<file path="config.mk">
export PLATFORM = sky130hd
export DESIGN_NAME = spi_shift_ctrl
export DESIGN_NICKNAME = d
export VERILOG_FILES = /design/src/rtl/spi_shift_ctrl_pkg.sv /design/src/rtl/spi_shift_ctrl.sv
export SDC_FILE = /design/constraint.sdc
export NUM_CORES = 1
export LEC_CHECK = 0
export BUFFER_PORTS_ARGS = -buffer_cell sky130_fd_sc_hd__buf_2
export CAP_MARGIN = 25
export CELL_PAD_IN_SITES_DETAIL_PLACEMENT = 0
export CELL_PAD_IN_SITES_GLOBAL_PLACEMENT = 1
export CORE_MARGIN = 4
export CORE_UTILIZATION = 40
export CTS_BUF_LIST = sky130_fd_sc_hd__clkbuf_16
export CTS_CLUSTER_DIAMETER = 80
export DETAILED_ROUTE_END_ITERATION = 8
export GPL_TIMING_DRIVEN = 1
export PLACE_DENSITY_LB_ADDON = 0.15
export RECOVER_POWER = 25
export SETUP_SLACK_MARGIN = 0.5
export SLEW_MARGIN = 10
export SYNTH_ARGS = -nofsm -noshare
export SYNTH_HDL_FRONTEND = slang
export SYNTH_SLANG_ARGS = --single-unit
</file>
<file path="constraint.sdc">
create_clock -name I_SYS_CLK -period 1.61 [get_ports I_SYS_CLK]
set_clock_uncertainty 0.1 [all_clocks]
set_input_delay 0.2415 -clock I_SYS_CLK [delete_from_list [all_inputs] [get_ports I_SYS_CLK]]
set_output_delay 0.2415 -clock I_SYS_CLK [all_outputs]
set_load 0.02 [all_outputs]
</file>
<file path="src/rtl/spi_shift_ctrl_pkg.sv">
// spi_shift_ctrl_pkg: shared types and helpers for the SPI master shift engine.
//   - spi_state_e     : engine state encoding (IDLE / XFER / DONE)
//   - SPI_MODE0..3    : {cpol, cpha} mode constants
//   - spi_lead_sel    : picks the leading SCLK edge flag for a given CPOL
//   - spi_trail_sel   : picks the trailing SCLK edge flag for a given CPOL
package spi_shift_ctrl_pkg;

  typedef enum logic [1:0] {
    ST_IDLE = 2'd0,
    ST_XFER = 2'd1,
    ST_DONE = 2'd2
  } spi_state_e;

  // Mode encoding is {cpol, cpha}
  localparam logic [1:0] SPI_MODE0 = 2'b00;
  localparam logic [1:0] SPI_MODE1 = 2'b01;
  localparam logic [1:0] SPI_MODE2 = 2'b10;
  localparam logic [1:0] SPI_MODE3 = 2'b11;

  // Leading edge leaves the idle level: rising for CPOL=0, falling for CPOL=1
  function automatic logic spi_lead_sel(input logic cpol, input logic pos, input logic neg);
    return cpol ? neg : pos;
  endfunction

  // Trailing edge returns to the idle level
  function automatic logic spi_trail_sel(input logic cpol, input logic pos, input logic neg);
    return cpol ? pos : neg;
  endfunction

endpackage

</file>
<file path="src/rtl/spi_shift_ctrl.sv">
// spi_shift_ctrl: character-level SPI master shift engine wrapped around spi_clk_gen.
// Ports:
//   I_SYS_CLK, I_RST_N          : clock, async active-low reset
//   I_EN                        : enable, low aborts to IDLE synchronously
//   I_CPOL, I_CPHA, I_LSB_FIRST : SPI mode and bit order
//   I_TX_DATA/VALID, O_TX_READY : parallel TX word handshake
//   O_RX_DATA, O_RX_VALID       : received word and one-cycle valid pulse
//   I_POS_EDGE, I_NEG_EDGE      : SCLK edge flags from spi_clk_gen
//   O_GO, O_LAST_CLK            : control to spi_clk_gen
//   O_MOSI, I_MISO              : serial data
//   O_CS_N, O_BUSY              : chip select and character-in-progress
module spi_shift_ctrl
  import spi_shift_ctrl_pkg::*;
#(
  parameter int unsigned DW = 8,
  parameter int unsigned CW = 6
) (
  input  logic          I_SYS_CLK,
  input  logic          I_RST_N,
  input  logic          I_EN,
  input  logic          I_CPOL,
  input  logic          I_CPHA,
  input  logic          I_LSB_FIRST,
  input  logic [DW-1:0] I_TX_DATA,
  input  logic          I_TX_VALID,
  output logic          O_TX_READY,
  output logic [DW-1:0] O_RX_DATA,
  output logic          O_RX_VALID,
  input  logic          I_POS_EDGE,
  input  logic          I_NEG_EDGE,
  output logic          O_GO,
  output logic          O_LAST_CLK,
  output logic          O_MOSI,
  input  logic          I_MISO,
  output logic          O_CS_N,
  output logic          O_BUSY
);

  // Two edges per bit; fixed at elaboration so no run-time overflow
  localparam logic [CW-1:0] CNT_LOAD = CW'(2 * DW);
  localparam logic [CW-1:0] CNT_ONE  = CW'(1);
  localparam logic [CW-1:0] CNT_TWO  = CW'(2);

  spi_state_e    state_q, state_d;
  logic [DW-1:0] tx_sr_q, tx_sr_d;
  logic [DW-1:0] rx_sr_q, rx_sr_d;
  logic [CW-1:0] cnt_q, cnt_d;
  logic          tx_ready_q, tx_ready_d;
  logic [DW-1:0] rx_data_q, rx_data_d;
  logic          rx_valid_q, rx_valid_d;
  logic          go_q, go_d;
  logic          last_clk_q, last_clk_d;
  logic          mosi_q, mosi_d;
  logic          cs_n_q, cs_n_d;
  logic          busy_q, busy_d;

  logic lead_c, trail_c, accept_c, in_xfer_c, edge_c, drive_c, sample_c;

  // Bit that goes out next for the selected order
  function automatic logic head_bit(input logic [DW-1:0] w, input logic lsb);
    return lsb ? w[0] : w[DW-1];
  endfunction

  // Drop the bit just sent
  function automatic logic [DW-1:0] shift_out(input logic [DW-1:0] w, input logic lsb);
    return lsb ? {1'b0, w[DW-1:1]} : {w[DW-2:0], 1'b0};
  endfunction

  assign lead_c    = spi_lead_sel(I_CPOL, I_POS_EDGE, I_NEG_EDGE);
  assign trail_c   = spi_trail_sel(I_CPOL, I_POS_EDGE, I_NEG_EDGE);
  assign accept_c  = (state_q == ST_IDLE) && I_EN && I_TX_VALID && tx_ready_q;
  assign in_xfer_c = (state_q == ST_XFER) && I_EN;
  assign edge_c    = in_xfer_c && (lead_c || trail_c);
  // CPHA=0 has its first bit out before the first edge, so the final trail drives nothing
  assign drive_c   = in_xfer_c && (I_CPHA ? lead_c : (trail_c && (cnt_q != CNT_ONE)));
  assign sample_c  = in_xfer_c && (I_CPHA ? trail_c : lead_c);

  // Control FSM and handshake outputs
  always_comb begin
    state_d    = state_q;
    tx_ready_d = tx_ready_q;
    rx_data_d  = rx_data_q;
    rx_valid_d = 1'b0;
    go_d       = 1'b0;
    last_clk_d = last_clk_q;
    cs_n_d     = cs_n_q;
    busy_d     = busy_q;

    unique case (state_q)
      ST_IDLE: begin
        tx_ready_d = I_EN;
        if (accept_c) begin
          state_d    = ST_XFER;
          tx_ready_d = 1'b0;
          go_d       = 1'b1;
          cs_n_d     = 1'b0;
          busy_d     = 1'b1;
        end
      end
      ST_XFER: begin
        tx_ready_d = 1'b0;
        if (edge_c) begin
          if (cnt_q == CNT_TWO) last_clk_d = 1'b1;
          if (cnt_q == CNT_ONE) state_d = ST_DONE;
        end
      end
      ST_DONE: begin
        state_d    = ST_IDLE;
        tx_ready_d = 1'b0;
        rx_data_d  = rx_sr_q;
        rx_valid_d = 1'b1;
        cs_n_d     = 1'b1;
        busy_d     = 1'b0;
        last_clk_d = 1'b0;
      end
      default: state_d = ST_IDLE;
    endcase

    // Disable wins over everything; the last received word is kept
    if (!I_EN) begin
      state_d    = ST_IDLE;
      tx_ready_d = 1'b0;
      rx_data_d  = rx_data_q;
      rx_valid_d = 1'b0;
      go_d       = 1'b0;
      last_clk_d = 1'b0;
      cs_n_d     = 1'b1;
      busy_d     = 1'b0;
    end
  end

  // Edge counter
  always_comb begin
    cnt_d = cnt_q;
    if (!I_EN)         cnt_d = '0;
    else if (accept_c) cnt_d = CNT_LOAD;
    else if (edge_c)   cnt_d = cnt_q - CNT_ONE;
  end

  // TX/RX shift registers and MOSI
  always_comb begin
    tx_sr_d = tx_sr_q;
    rx_sr_d = rx_sr_q;
    mosi_d  = mosi_q;
    if (accept_c) begin
      rx_sr_d = '0;
      if (I_CPHA) begin
        tx_sr_d = I_TX_DATA;
      end else begin
        mosi_d  = head_bit(I_TX_DATA, I_LSB_FIRST);
        tx_sr_d = shift_out(I_TX_DATA, I_LSB_FIRST);
      end
    end
    if (drive_c) begin
      mosi_d  = head_bit(tx_sr_q, I_LSB_FIRST);
      tx_sr_d = shift_out(tx_sr_q, I_LSB_FIRST);
    end
    if (sample_c) begin
      rx_sr_d = I_LSB_FIRST ? {I_MISO, rx_sr_q[DW-1:1]} : {rx_sr_q[DW-2:0], I_MISO};
    end
  end

  // State and output registers
  always_ff @(posedge I_SYS_CLK or negedge I_RST_N) begin
    if (!I_RST_N) begin
      state_q    <= ST_IDLE;
      tx_sr_q    <= '0;
      rx_sr_q    <= '0;
      cnt_q      <= '0;
      tx_ready_q <= 1'b0;
      rx_data_q  <= '0;
      rx_valid_q <= 1'b0;
      go_q       <= 1'b0;
      last_clk_q <= 1'b0;
      mosi_q     <= 1'b0;
      cs_n_q     <= 1'b1;
      busy_q     <= 1'b0;
    end else begin
      state_q    <= state_d;
      tx_sr_q    <= tx_sr_d;
      rx_sr_q    <= rx_sr_d;
      cnt_q      <= cnt_d;
      tx_ready_q <= tx_ready_d;
      rx_data_q  <= rx_data_d;
      rx_valid_q <= rx_valid_d;
      go_q       <= go_d;
      last_clk_q <= last_clk_d;
      mosi_q     <= mosi_d;
      cs_n_q     <= cs_n_d;
      busy_q     <= busy_d;
    end
  end

  assign O_TX_READY = tx_ready_q;
  assign O_RX_DATA  = rx_data_q;
  assign O_RX_VALID = rx_valid_q;
  assign O_GO       = go_q;
  assign O_LAST_CLK = last_clk_q;
  assign O_MOSI     = mosi_q;
  assign O_CS_N     = cs_n_q;
  assign O_BUSY     = busy_q;

endmodule

</file>
==> metrics, run 1 <==
vias in the first global route=1777; top cells by area, synth=dfrtp_1 (44%), mux2i_1 (22%), nand2_1 (4.3%); PortBufs=32; clock period minus final worst setup slack=1.60 ns; hpwl dp=3560 µm; VDD IR max=0.726 mV; largest net degree at the start of global routing=40; Cell Pwr Density=1290 nW/µm²; Ant. Diodes=0; Worst Tran Pin Value=slightly below 0.9 ns; fin util=0.613; CTS tree=built; share of post-route cells with drive strength above 1=0.466; Num CTS Buffers=5; Die X=81.5 µm; number of DRC markers in iteration 0=70; RSZ-0062 raised after global routing=yes; Max Root-Sink Buffers=2; Slew Limit Fails=0; worst endpoint data arrival time=1.66 ns; drt total wl=5230 µm; final non-filler cell area=between 3000 and 4000 µm²; Rel. slew slack=0.420; die area=around 6600 µm²; status=finished clean; htree depth=2; placed cells=312; Post-Syn Instances=between 150 and 200; DR WL/cell=roughly 16 µm; Static Leak=roughly 1.5 nW; nets=287; MaxCap Viol Count=0; Starting Density=0.418; TritonRoute pass-1 iters=4; Synth Area per Inst=10.9 µm²; initial antenna violation count=0; Die Y=81.5 µm; Seq cells post-synth=39; final setup violation count=0; register area share after synthesis=0.452; routed vias/inst=5.09; Synth top area share=0.440; Rows=26; placed cell areas=roughly 2600 µm²; IO Count=33; Crit Path Max Fanout=7; DRC errors left=0; kind of critical path=reg2reg; # clock sinks=39; final period utilization=0.996; first-pass GRT wire length=8710 µm; critical path required time=between 1.5 and 2 ns; Hold Violations, Final=0; RD Place Congestion=~0.77; Hold Crit Class=in2reg; total of fill cells in the finished design=between 400 and 500; Syn Nets=approximately 220; DP Worst Slack=-0.0126 ns; cell area after synthesis=2160 µm²; via count=between 1.5k and 2k; critical path launch point type=register; root buffer cell=clkbuf_16; synth unique cells=37; synth warn=0; Finished Layout Cells=334; endpoint kind of the worst setup timing path=register; clk slew on worst S/H paths=0.06 ns; clock latency at the later pin of the worst-skew pair=0.28 ns; Layout area overhead=46.5%; global route overflow=0; core area=a little over 5000 µm²; Synth area leader=dfrtp_1; fmax=624 MHz; post-route ant nets=0; final worst setup slack=0.00672 ns; GRT Overall Usage=0.175
==> critical path, cell delays in order, from the launching register on <==
cell and delay, ns:
dfrtp_1 0.39, inv_2 0.12, ha_4 0.14, nand4_1 0.18, inv_2 0.23, mux2i_1 0.23
mux2i_1 0.10
==> area by class of cell <==
class | instances | area [µm²] | share of cell area
clock buffers | 5 | 125 | 0.0395
clock inverters | 3 | 63.8 | 0.0201
inverters | 8 | 30.0 | 0.00947
multi-input cells | 143 | 1290 | 0.409
flip-flops and latches | 39 | 978 | 0.309
well taps | 70 | 87.6 | 0.0276
repair buffers | 66 | 589 | 0.186
==> where the power goes <==
group / total (W) / internal, W / switching (W) / leakage, nW
Combinational: 0.00140 / 0.000744 / 0.000655 / 0.847
Clock: 0.00125 / 0.000881 / 0.000369 / 0.0952
Sequential: 0.00143 / 0.00120 / 0.000226 / 0.522
==> kinds of logic (layout without fill, tap and decap cells) <==
kind of cell,after synthesis,count (layout),synth area share
buf+inv,16,82,0.0347
fa+ha+maj,6,6,0.0347
xor+xnor,5,5,0.0237
mux,57,57,0.271
simple gates,47,47,0.0995
flops,39,39,0.452
compound gates,28,28,0.0850
==> metal layers <==
metal | GRT usage | wire length [µm]
met1 | 0.222 | 2370
met4 | 0.0743 | 100
met3 | 0.0384 | 200
met5 | 0 | 0
met2 | 0.288 | 2570
==> state kept, by name (all words and copies together), names as in the netlist <==
| signal | count |
|---|---|
| O_TX_READY | 1 |
| rx_sr_q | 8 |
| O_MOSI | 1 |
| cnt_q | 6 |
| O_RX_DATA | 8 |
| O_BUSY | 1 |
| O_LAST_CLK | 1 |
| O_CS_N | 1 |
| tx_sr_q | 8 |
| O_GO | 1 |
| state_q | 2 |
| O_RX_VALID | 1 |
==> synthesized netlist by cell type (all sizes together) <==
cell / number
dfrtp: 38
dfstp: 1
buf: 5
a21boi: 1
xor2: 4
ha: 6
o21ai: 11
a21oi: 6
xnor2: 1
o211a: 1
mux2i: 48
nand2: 25
a211oi: 1
nand2b: 1
a22oi: 1
nand3: 3
inv: 8
o211ai: 2
nand3b: 1
a311oi: 1
clkbuf: 3
mux2: 9
o31a: 3
nor2: 10
nor4: 2
nand4: 1
nor3: 2
nor2b: 2
a21bo: 1
==> metrics by stage <==
stage	hold slack (ns)	TNS [ns]	power, W
2_1_floorplan	-0.154	0	0.00207
3_5_place_dp	0.230	-0.0126	0.00246
6_report	0.166	0	0.00407
3_3_place_gp	0.225	0	0.00240
5_1_grt	0.187	-0.651	0.00433
4_1_cts	0.169	-0.00239	0.00395
==> worst paths after layout <==
kind	from	endpoint	slack [ns]	depth (start not counted)
max	state_q[1]	tx_sr_q[2]	0.007	6
min	I_EN	cnt_q[4]	0.17	2
max reg2reg	state_q[1]	tx_sr_q[2]	0.007	6
min reg2reg	O_RX_DATA[0]	O_RX_DATA[0]	0.43	1
max in group asynchronous	I_RST_N	O_TX_READY	0.21	3
min in group asynchronous	I_RST_N	cnt_q[1]	0.60	3
==> repair_timing <==
| action | in CTS | in global routing |
|---|---|---|
| gates resized for setup | 49 | 27 |
| hold buffers | 1 | 0 |
| endpoints found under the hold margin | 38 | 0 |
| endpoints found under the setup margin | 53 | 83 |
| gates cloned | 0 | 0 |
| setup buffers | 8 | 5 |
| pin swaps | 5 | 13 |
==> cell usage in the layout (no fill, tap or decap), drive strengths merged, types with 4 or more instances in the layout <==
master	instances
inv	9
dfrtp	38
nor2	10
o21ai	11
mux2	9
clkbuf	5
buf	65
ha	6
mux2i	48
nand2	25
xor2	4
a21oi	6
Note: power is estimated with default switching activity, not from simulation.
==> run 2, diff against run 1 <==
CORE_UTILIZATION = 44   (was 40)
HOLD_SLACK_MARGIN = 0.05   (was not set)
clock period = 1.7 ns   (was 1.61 ns; I/O delays follow)
==> run 2 against run 1 <==
Against the previous run:
- global-route usage is 0.078 points higher
- wire length increased by 2.2%
- critical path depth down 2
- via count is 1.2% higher
- first-iteration DRC count decreased by 46%
- combinational power shrank 3%
- critical path type unchanged
- critical endpoint is now tx_sr_q[7]
- largest cell class unchanged
- largest power group is now combinational cells
- highest routed layer unchanged
==> metrics, run 2 (synthesized netlist as in run 1, its figures left out) <==
final worst setup slack=between 0.06 and 0.07 ns; initial antenna violation count=0; Rel. slew slack=0.682; RD Place Congestion=between 0.7 and 0.8; Starting Density=0.455; largest net degree at the start of global routing=36; final non-filler cell area=about 3100 µm²; Worst Tran Pin Value=0.478 ns; Num CTS Buffers=5; commonest non-fill, non-tap cell in the layout=mux2i_1; IO Count=33; Rows=25; final setup violation count=0; via count=1721; Hold Violations, Final=0; die area=6100 µm²; Ant. Diodes=0; number of DRC markers in iteration 0=38; core area=4750 µm²; kind of critical path=reg2reg; critical path required time=about 1.8 ns; Slew Limit Fails=0; Max Root-Sink Buffers=2; RSZ-0062 raised after global routing=yes; clock period minus final worst setup slack=1.64 ns; hpwl dp=around 3600 µm; htree depth=2; Layout area overhead=43.2%; # clock sinks=39; PortBufs=32; share of post-route cells with drive strength above 1=0.464; Die X=78.1 µm; clock latency at the later pin of the worst-skew pair=0.28 ns; final period utilization=0.963; first-pass GRT wire length=8490 µm; Hold Crit Class=in2reg; R2R depth=4; critical path launch point type=register; placed cells=300; GRT Overall Usage=0.176; routed vias/inst=5.22; worst endpoint data arrival time=1.70 ns; Crit Path Max Fanout=4; drt total wl=roughly 5300 µm; placed cell areas=2520 µm²; CTS tree=built; Static Leak=1.45 nW; global route overflow=0; TritonRoute pass-1 iters=4; nets=286; Finished Layout Cells=330; Worst Hold Depth=2; fmax=611 MHz; status=finished clean; DRC errors left=0; VDD IR max=roughly 0.78 mV; Cell Pwr Density=1210 nW/µm²; Die Y=78.1 µm; root buffer cell=clkbuf_16; DP Worst Slack=approximately 0.021 ns; MaxCap Viol Count=0; DR WL/cell=16.2 µm; most frequent cells in the layout=mux2i_1 (46), dfrtp_1 (37), buf_2 (25), buf_4 (21), buf_6 (13); endpoint kind of the worst setup timing path=register; clk slew on worst S/H paths=0.06 ns; vias in the first global route=1799; post-route ant nets=0
==> run 2: cell type report <==
| type | count | area [µm²] |
|---|---|---|
| fill | 388 | 1660 |
| multi-input combinational | 143 | 1330 |
| sequential | 39 | 978 |
| timing repair buffer | 65 | 510 |
| clock buffer | 5 | 125 |
| tap | 67 | 83.8 |
| clock inverter | 3 | 38.8 |
| inverter | 8 | 35.0 |
==> run 2: metal layers <==
metal,vias up,track usage,part of all wire
li1,818,-,-
met1,860,0.197,0.39
met2,33,0.334,0.56
met3,10,0.0378,0.038
met4,0,0.0490,0.015
met5,-,0,0
==> run 2: critical path, stage by stage (launching register included) <==
cell and delay (ns):
dfrtp_1 0.45, ha_1 0.26, a311oi_2 0.25, buf_4 0.17, mux2_4 0.29
==> run 2: worst paths after layout <==
path | from | to | slack [ns]
min reg2reg | O_RX_DATA[5] | O_RX_DATA[5] | 0.40
max in group asynchronous | I_RST_N | O_CS_N | 0.37
max reg2reg | cnt_q[0] | tx_sr_q[7] | 0.06
max | cnt_q[0] | tx_sr_q[7] | 0.06
min in group asynchronous | I_RST_N | O_TX_READY | 0.28
min | I_EN | cnt_q[4] | 0.19
==> run 2: timing repair <==
action                                  in CTS  in global routing
endpoints found under the setup margin      40                 46
setup buffers                               12                  9
pin swaps                                   14                 11
endpoints found under the hold margin       38                  0
hold buffers                                 1                  0
resized for setup                           31                 35
==> run 2: power by group <==
part,internal (W),switching (W)
Sequential,0.00113,0.000205
Combinational,0.000707,0.000656
Clock,0.000684,0.000351
==> run 2: through the flow <==
stage                      util  setup TNS, ns  total power (W)  hold slack (ns)
final                     0.652              0          0.00374            0.185
after CTS                 0.608              0          0.00353            0.166
after global placement    0.530              0          0.00223         -0.00524
after detailed placement  0.530              0          0.00228         -0.00306
after floorplan               -              0          0.00196           -0.141
after global routing      0.652         -0.209          0.00396            0.194
